### config.mk
export PLATFORM = sky130hd
export DESIGN_NAME = tx_completion_notifier
export DESIGN_NICKNAME = d
export VERILOG_FILES = /design/src/rtl/tx_completion_notifier.sv
export SDC_FILE = /design/constraint.sdc
export NUM_CORES = 1
export LEC_CHECK = 0
export BUFFER_PORTS_ARGS = -buffer_cell sky130_fd_sc_hd__buf_2
export CORE_ASPECT_RATIO = 2
export CORE_MARGIN = 2
export CORE_UTILIZATION = 45
export CTS_CLUSTER_DIAMETER = 200
export DETAILED_ROUTE_END_ITERATION = 10
export MAX_ROUTING_LAYER = met4
export PLACE_DENSITY = 0.7
export SYNTH_ARGS = -nofsm -noshare
export SYNTH_HDL_FRONTEND = slang
export SYNTH_SLANG_ARGS = --single-unit
### constraint.sdc
create_clock -name trn_clk -period 2.57 [get_ports trn_clk]
set_input_delay 0.514 -clock trn_clk [delete_from_list [all_inputs] [get_ports trn_clk]]
set_output_delay 0.514 -clock trn_clk [all_outputs]
set_load 0.005 [all_outputs]
### src/rtl/tx_completion_notifier.sv
// Reports released huge pages to the host with a single 64-bit-address MWr TLP
// carrying the running free count and the mask of pages freed since the last report.
module tx_completion_notifier #(
  parameter logic [7:0] TLP_TAG = 8'h00,
  parameter logic [2:0] TLP_TC  = 3'b000
) (
  input  logic        trn_clk,
  input  logic        reset_n,
  input  logic [63:0] completed_buffer_address,
  input  logic        huge_page_free_1,
  input  logic        huge_page_free_2,
  input  logic [15:0] cfg_completer_id,
  output logic        tx_req,
  input  logic        tx_grant,
  output logic        tx_busy,
  output logic [63:0] trn_td,
  output logic [7:0]  trn_trem_n,
  output logic        trn_tsof_n,
  output logic        trn_teof_n,
  output logic        trn_tsrc_rdy_n,
  input  logic        trn_tdst_rdy_n,
  input  logic [5:0]  trn_tbuf_av
);

  typedef enum logic [2:0] {StIdle, StReq, StH0, StH1, StD} state_e;

  state_e      state_q, state_d;
  logic [1:0]  pending_q, pending_d;
  logic [1:0]  mask_q, mask_d;
  logic [63:0] addr_q, addr_d;
  logic [31:0] free_count_q, free_count_d;
  logic        tx_req_q, tx_req_d;
  logic        tx_busy_q, tx_busy_d;
  logic [63:0] td_q, td_d;
  logic        sof_n_q, sof_n_d;
  logic        eof_n_q, eof_n_d;
  logic        src_rdy_n_q, src_rdy_n_d;
  logic        snapshot;
  logic        accept;

  // Host reads these dwords little-endian.
  function automatic logic [31:0] bswap32(input logic [31:0] x);
    return {x[7:0], x[15:8], x[23:16], x[31:24]};
  endfunction

  assign accept = !src_rdy_n_q && !trn_tdst_rdy_n;

  always_comb begin
    state_d      = state_q;
    pending_d    = pending_q;
    mask_d       = mask_q;
    addr_d       = addr_q;
    free_count_d = free_count_q;
    tx_req_d     = tx_req_q;
    tx_busy_d    = tx_busy_q;
    td_d         = td_q;
    sof_n_d      = sof_n_q;
    eof_n_d      = eof_n_q;
    src_rdy_n_d  = src_rdy_n_q;
    snapshot     = 1'b0;

    unique case (state_q)
      StIdle: begin
        if ((pending_q != 2'b00) && (completed_buffer_address != 64'd0)) begin
          tx_req_d = 1'b1;
          state_d  = StReq;
        end
      end
      StReq: begin
        if (tx_grant && (trn_tbuf_av != 6'd0)) begin
          snapshot     = 1'b1;
          mask_d       = pending_q;
          addr_d       = completed_buffer_address;
          free_count_d = free_count_q + 32'(pending_q[0]) + 32'(pending_q[1]);
          tx_busy_d    = 1'b1;
          td_d         = {1'b0, 7'b11_00000, 1'b0, TLP_TC, 4'b0000, 1'b0, 1'b0, 2'b00, 2'b00,
                          10'd2, cfg_completer_id, TLP_TAG, 4'hF, 4'hF};
          sof_n_d      = 1'b0;
          src_rdy_n_d  = 1'b0;
          state_d      = StH0;
        end
      end
      StH0: begin
        if (accept) begin
          td_d    = {addr_q[63:32], addr_q[31:2], 2'b00};
          sof_n_d = 1'b1;
          state_d = StH1;
        end
      end
      StH1: begin
        if (accept) begin
          td_d    = {bswap32(free_count_q), bswap32({30'd0, mask_q})};
          eof_n_d = 1'b0;
          state_d = StD;
        end
      end
      StD: begin
        if (accept) begin
          td_d        = 64'd0;
          eof_n_d     = 1'b1;
          src_rdy_n_d = 1'b1;
          tx_req_d    = 1'b0;
          tx_busy_d   = 1'b0;
          state_d     = StIdle;
        end
      end
      default: state_d = StIdle;
    endcase

    // A pulse landing on the snapshot edge must survive the clear.
    if (snapshot) pending_d = 2'b00;
    pending_d = pending_d | {huge_page_free_2, huge_page_free_1};
  end

  always_ff @(posedge trn_clk or negedge reset_n) begin
    if (!reset_n) begin
      state_q      <= StIdle;
      pending_q    <= 2'b00;
      mask_q       <= 2'b00;
      addr_q       <= 64'd0;
      free_count_q <= 32'd0;
      tx_req_q     <= 1'b0;
      tx_busy_q    <= 1'b0;
      td_q         <= 64'd0;
      sof_n_q      <= 1'b1;
      eof_n_q      <= 1'b1;
      src_rdy_n_q  <= 1'b1;
    end else begin
      state_q      <= state_d;
      pending_q    <= pending_d;
      mask_q       <= mask_d;
      addr_q       <= addr_d;
      free_count_q <= free_count_d;
      tx_req_q     <= tx_req_d;
      tx_busy_q    <= tx_busy_d;
      td_q         <= td_d;
      sof_n_q      <= sof_n_d;
      eof_n_q      <= eof_n_d;
      src_rdy_n_q  <= src_rdy_n_d;
    end
  end

  assign tx_req         = tx_req_q;
  assign tx_busy        = tx_busy_q;
  assign trn_td         = td_q;
  assign trn_trem_n     = 8'h00;
  assign trn_tsof_n     = sof_n_q;
  assign trn_teof_n     = eof_n_q;
  assign trn_tsrc_rdy_n = src_rdy_n_q;

endmodule
==> results.sh, run 1 <==
export IMPL_status="finished clean"
export IMPL_grt_overflow=0
export IMPL_wl_per_cell_um=18.9
export IMPL_clk_path_buf_depth=2
export IMPL_synthArstFlopShare_pct=100
export IMPL_die_height_um=186
export IMPL_ir_worst_vdd_v=0.000623
export IMPL_place_detailed_hpwl_mm=13.8
export IMPL_cts_buffers=17
export IMPL_wl_met3_um=811
export IMPL_synth_cell_types=46
export IMPL_layout_drive_gt1_share_pct=37.4
export IMPL_crit_arrival_ns=2.58
export IMPL_grt_pass1_wl_mm=30.1
export IMPL_clk_pin_slew_ns=0.07
export IMPL_synth_top_family_by_area="multiplexers"
export IMPL_rsz0062_at_grt="no"
export IMPL_crit_path_start_kind="register"
export IMPL_syn_area_per_cell_um2=12.0
export IMPL_cp_end_kind="register"
export IMPL_post_cts_buffers=0
export IMPL_area_growth_pct=22.2
export IMPL_ff2ff_path_depth=7
export IMPL_first_global_vias=5909
export IMPL_synth_adder_area_share_pct=0.437
export IMPL_relSlewSlack_pct=37.1
export IMPL_initial_utilization_pct=45.7
export IMPL_synth_compound_area_share_pct=9.38
export IMPL_finalWeightedCongestion=0.794
export IMPL_synthSimpleGateAreaFrac_pct=12.3
export IMPL_final_util_pct=55.9
export IMPL_yosysWarnings=0
export IMPL_wl_mm=18.9
export IMPL_r2r_start="state_q[0]"
export IMPL_cts_resized=0
export IMPL_final_setup_skew_ns=0.0155
export IMPL_clock_power_share_pct=23.4
export IMPL_antenna_found_initial=1
export IMPL_layout_nets=875
export IMPL_multi_input_area_um2=2960
export IMPL_r2r_setup_slack_ns=0.30
export IMPL_drt_iter0_markers=279
export IMPL_pwr_share_comb_pct=35.2
export IMPL_cp_max_fo=45
export IMPL_required_ns=2.88
export IMPL_synth_xor_area_share_pct=3.53
export IMPL_avgViaCountPerCell=5.56
export IMPL_syn_area_um2=7440
export IMPL_period_needed_ns=2.27
export IMPL_hold_viol=0
export IMPL_drv_cap=0
export IMPL_synth_ff_latch_count=169
export IMPL_holdBufCountCts=0
export IMPL_fillers=1384
export IMPL_grt_use_total_pct=23.2
export IMPL_cts_sinks=169
export IMPL_synth_top_flop_cell="dfrtp_1"
export IMPL_cts_root_buffer="clkbuf_16"
export IMPL_ant_nets=0
export IMPL_seqCellArea_um2=4230
export IMPL_die_w_um=94.9
export IMPL_pwr_density_cell_nw_per_um2=1180
export IMPL_worst_slew_pin_slew_ns=0.940
export IMPL_top_layer_used="met4"
export IMPL_design_portCount=169
export IMPL_clkLatencyLatePin_ns=0.43
export IMPL_swShare_pct=34.6
export IMPL_power_leakage_nw=4.33
export IMPL_fmaxAchievable_ghz=0.441
export IMPL_wl_met2_mm=10.6
export IMPL_p_int_mw=7.00
export IMPL_crit_type="reg -> reg"
export IMPL_period_share_pct=88.3
export IMPL_portBuffers=160
export IMPL_die_area_um2=17600
export IMPL_synth_mux_area_share_pct=13.4
export IMPL_htree_levels=4
export IMPL_cp_startpoint="state_q[0]"
export IMPL_finalPower_mw=10.7
export IMPL_setup_tns_ns=0
export IMPL_hold_class="in -> async"
export IMPL_slew_violations=0
export IMPL_power_switching_mw=3.70
export IMPL_wl_met1_mm=6.89
export IMPL_synth_edf_count=0
export IMPL_vias=5558
export IMPL_drc=0
export IMPL_pwr_share_seq_pct=41.4
export IMPL_timing_rr_end="trn_td[57]"
export IMPL_cts_tree="yes"
export IMPL_num_rows=66
export IMPL_fp_coreArea_um2=16300
export IMPL_yosysSeqAreaShare_pct=56.9
export IMPL_final_common_cell="dfrtp_1"
export IMPL_mostFrequentLayoutCells="dfrtp_1, buf_2, nand2_1"
export IMPL_syn_inst=619
export IMPL_setup_viol=0
export IMPL_drtPass1Iterations=4
export IMPL_grt_max_degree=60
==> cell usage after synthesis, types with 2 or more instances <==
| library cell | count | area (um^2) |
|---|---|---|
| buf_1 | 2 | 7.51 |
| a221o_1 | 20 | 200 |
| clkbuf_1 | 9 | 33.8 |
| nor4_2 | 3 | 37.5 |
| nor3_1 | 8 | 40.0 |
| nand3_1 | 11 | 55.1 |
| a22o_1 | 8 | 70.1 |
| nor2_1 | 33 | 124 |
| mux2_2 | 63 | 709 |
| nor2b_1 | 2 | 12.5 |
| xnor2_1 | 17 | 149 |
| nand2_1 | 73 | 274 |
| mux2i_1 | 29 | 290 |
| xor2_1 | 13 | 114 |
| o21a_1 | 3 | 22.5 |
| dfrtp_1 | 166 | 4150 |
| nand4_1 | 10 | 62.6 |
| o22ai_1 | 4 | 25.0 |
| nor3_2 | 5 | 50.1 |
| nand2b_1 | 5 | 31.3 |
| a21oi_1 | 2 | 10.0 |
| nand4_2 | 2 | 25.0 |
| inv_1 | 11 | 41.3 |
| o221ai_1 | 2 | 17.5 |
| o21ai_0 | 17 | 85.1 |
| buf_4 | 13 | 97.6 |
| buf_2 | 21 | 105 |
| nor4_1 | 17 | 106 |
| a21o_1 | 3 | 22.5 |
| dfstp_2 | 3 | 78.8 |
| o31ai_1 | 29 | 218 |
==> cells by family after synthesis <==
logic type,Yosys count
compound gates,91
mux,92
xor+xnor,30
buf+inv,57
fa+ha+maj,2
other cells,1
flops,169
simple gates,177
==> worst max-delay path, cell delays in order (launching register included) <==
cell and delay, ns:
dfrtp_2 0.36, buf_4 0.55, o21ai_0 0.29, a21oi_4 0.24, buf_4 0.22, buf_4 0.27, nand2_1 0.11, o31ai_1 0.09
==> metrics by stage <==
stage                     cells  instance area [um^2]  setup slack (ns)  hold slack, ns
final                       999                  9090             0.302          0.0349
after floorplan             626                  7470             0.698           0.218
after detailed placement    966                  8510             0.197           0.463
after global routing        999                  9090             0.169          0.0602
after global placement      966                  8510             0.197           0.457
after CTS                   998                  9090             0.342          0.0363
==> power groups by stage <==
stage               sequential (mW)  combinational, mW  clock, mW
floorplan                      4.34               2.45          0
global placement               4.40               3.68          0
detailed placement             4.47               3.80          0
CTS                            4.44               3.81       2.56
global route                   4.56               4.17       2.67
finish                         4.43               3.76       2.51
==> routing by layer <==
metal  global-route usage [%]  vias to the layer above
li1                         -                     2527
met1                     24.2                     2820
met2                     41.8                      173
met3                     4.25                       38
met4                     10.4                        0
met5                        -                        -
==> flip-flops by register name (all words and copies together) (netlist names) <==
| name | count |
|---|---|
| pending_q | 2 |
| trn_td | 63 |
| state_q | 3 |
| trn_tsrc_rdy_n | 1 |
| free_count_q | 32 |
| trn_tsof_n | 1 |
| mask_q | 2 |
| addr_q | 62 |
| tx_req | 1 |
| trn_teof_n | 1 |
| tx_busy | 1 |
==> layout make-up <==
cell class / instances / area share (%)
diodes: 1 / 0.0275
clock buffers: 19 / 4.87
clock inverters: 13 / 1.51
inverters: 11 / 0.454
multi-input cells: 400 / 32.5
flip-flops and latches: 169 / 46.6
well taps: 204 / 2.81
repair buffers: 182 / 11.2
==> worst max-delay path by stage <==
stage                       to  cells past startpoint  slack [ns]
floorplan           trn_td[16]                      6        0.70
global placement        tx_req                      8        0.20
detailed placement      tx_req                      8        0.20
CTS                 trn_td[57]                      7        0.34
global route        trn_td[57]                      7        0.17
finish              trn_td[57]                      7        0.30
Note: power is estimated with default switching activity, not from simulation.
==> run 2, diff against run 1 <==
Settings changed: CTS_CLUSTER_SIZE set to 25.
Clock period 2.57 ns to 2.62 ns, I/O delays scaled along.
==> run 2 against run 1 <==
  * Maximum frequency rose by 1.2%
  * Worst hold slack improved by 0.059 ns
  * Wire length fell by 4.2%
  * Highest routed layer unchanged
  * Clock-buffer cell count fell by 1
  * Largest cell class unchanged
  * Worst setup slack improved by 0.078 ns
  * Die area did not move
==> results.sh, run 2 (synthesis results as in run 1) <==
export IMPL_final_common_cell="dfrtp_1"
export IMPL_status="finished clean"
export IMPL_slowest_stage="dfrtp_1"
export IMPL_clk_path_buf_depth=2
export IMPL_rsz0062_at_grt="no"
export IMPL_post_cts_buffers=0
export IMPL_drv_cap=0
export IMPL_grt_overflow=0
export IMPL_portBuffers=160
export IMPL_timing_rr_end="free_count_q[26]"
export IMPL_wl_mm=18.1
export IMPL_clkLatencyLatePin_ns=0.42
export IMPL_first_global_vias=5681
export IMPL_die_w_um=94.9
export IMPL_final_setup_skew_ns=0.0103
export IMPL_crit_arrival_ns=2.58
export IMPL_cts_resized=0
export IMPL_layout_nets=870
export IMPL_worst_slew_pin_slew_ns=0.930
export IMPL_grt_use_total_pct=22.4
export IMPL_period_needed_ns=2.24
export IMPL_die_height_um=186
export IMPL_design_portCount=169
export IMPL_fmaxAchievable_ghz=0.446
export IMPL_place_detailed_hpwl_mm=13.2
export IMPL_holdBufCountCts=0
export IMPL_cpLargestDelayFamily="simple AND/OR/NAND/NOR gates"
export IMPL_largest_reg_flops=63
export IMPL_power_leakage_nw=4.27
export IMPL_die_area_um2=17600
export IMPL_slew_violations=0
export IMPL_layout_drive_gt1_share_pct=36.9
export IMPL_num_rows=66
export IMPL_area_growth_pct=21.0
export IMPL_cts_buffers=17
export IMPL_pwr_density_cell_nw_per_um2=1140
export IMPL_avgViaCountPerCell=5.51
export IMPL_drc=0
export IMPL_cp_end_kind="register"
export IMPL_final_util_pct=55.4
export IMPL_finalInstanceArea_um2=9000
export IMPL_crit_type="reg -> reg"
export IMPL_crit_path_start_kind="register"
export IMPL_cts_sinks=169
export IMPL_mostFrequentLayoutCells="dfrtp_1, buf_2, nand2_1"
export IMPL_ff2ff_path_depth=6
export IMPL_setup_tns_ns=0
export IMPL_whs_ns=0.0934
export IMPL_grt_pass1_wl_mm=29.1
export IMPL_placed_cell_area_um2=8460
export IMPL_drt_iter0_markers=248
export IMPL_vias=5475
export IMPL_setup_viol=0
export IMPL_clk_pin_slew_ns=0.07
export IMPL_cp_max_fo=20
export IMPL_finalWeightedCongestion=0.794
export IMPL_ant_nets=0
export IMPL_cts_tree="yes"
export IMPL_cpPeakStageDelay_ns=0.47
export IMPL_relSlewSlack_pct=37.8
export IMPL_initial_utilization_pct=45.7
export IMPL_cts_root_buffer="clkbuf_16"
export IMPL_grt_max_degree=75
export IMPL_fp_coreArea_um2=16300
export IMPL_antenna_found_initial=2
export IMPL_drtPass1Iterations=5
export IMPL_period_share_pct=85.5
export IMPL_r2r_setup_slack_ns=0.38
export IMPL_required_ns=2.96
export IMPL_hold_class="in -> async"
export IMPL_hold_viol=0
export IMPL_htree_levels=4
export IMPL_ir_worst_vdd_v=0.000656
export IMPL_cp_cell_sequence="and4bb_1, a21boi_4, buf_4, nand4_4, nor4_2, xor2_1"
export IMPL_r2r_start="state_q[1]"
export IMPL_crit_buf_inv=1
export IMPL_wl_per_cell_um=18.2
==> run 2: routing by layer <==
metal | up-vias | global-route usage (%) | part of all wire, %
li1 | 2531 | - | -
met1 | 2751 | 23.8 | 38
met2 | 161 | 41.2 | 56
met3 | 32 | 3.60 | 3.9
met4 | 0 | 7.88 | 2.4
met5 | - | - | 0
==> run 2: stage by stage <==
step | std cells | total power [mW] | setup WS, ns
3_5_place_dp | 961 | 8.00 | 0.309
6_report | 994 | 10.2 | 0.379
4_1_cts | 992 | 10.3 | 0.401
3_3_place_gp | 961 | 7.84 | 0.316
2_1_floorplan | 626 | 6.67 | 0.738
5_1_grt | 994 | 10.9 | 0.173
==> run 2: worst max-delay path by stage <==
stage	startpoint	end	slack (ns)	cells after the start
floorplan	trn_tbuf_av[1]	trn_td[16]	0.74	6
global placement	completed_buffer_address[21]	tx_req	0.32	7
detailed placement	completed_buffer_address[21]	tx_req	0.31	7
CTS	state_q[1]	addr_q[34]	0.40	4
global route	pending_q[0]	free_count_q[27]	0.17	6
finish	state_q[1]	free_count_q[26]	0.38	6
==> run 2: layout make-up <==
cell class | instances | area (um^2)
multi-input cells | 400 | 2960
clock inverters | 13 | 110
flip-flops and latches | 169 | 4230
repair buffers | 177 | 972
well taps | 204 | 255
inverters | 11 | 41.3
diodes | 2 | 5.00
clock buffers | 18 | 429
fillers | 1381 | 7260
==> run 2: report_power, final <==
part	switching [mW]	internal (mW)	total, mW
Clock	1.09	1.23	2.32
Combinational	1.83	1.74	3.57
Sequential	0.639	3.70	4.34
Total	3.56	6.67	10.2
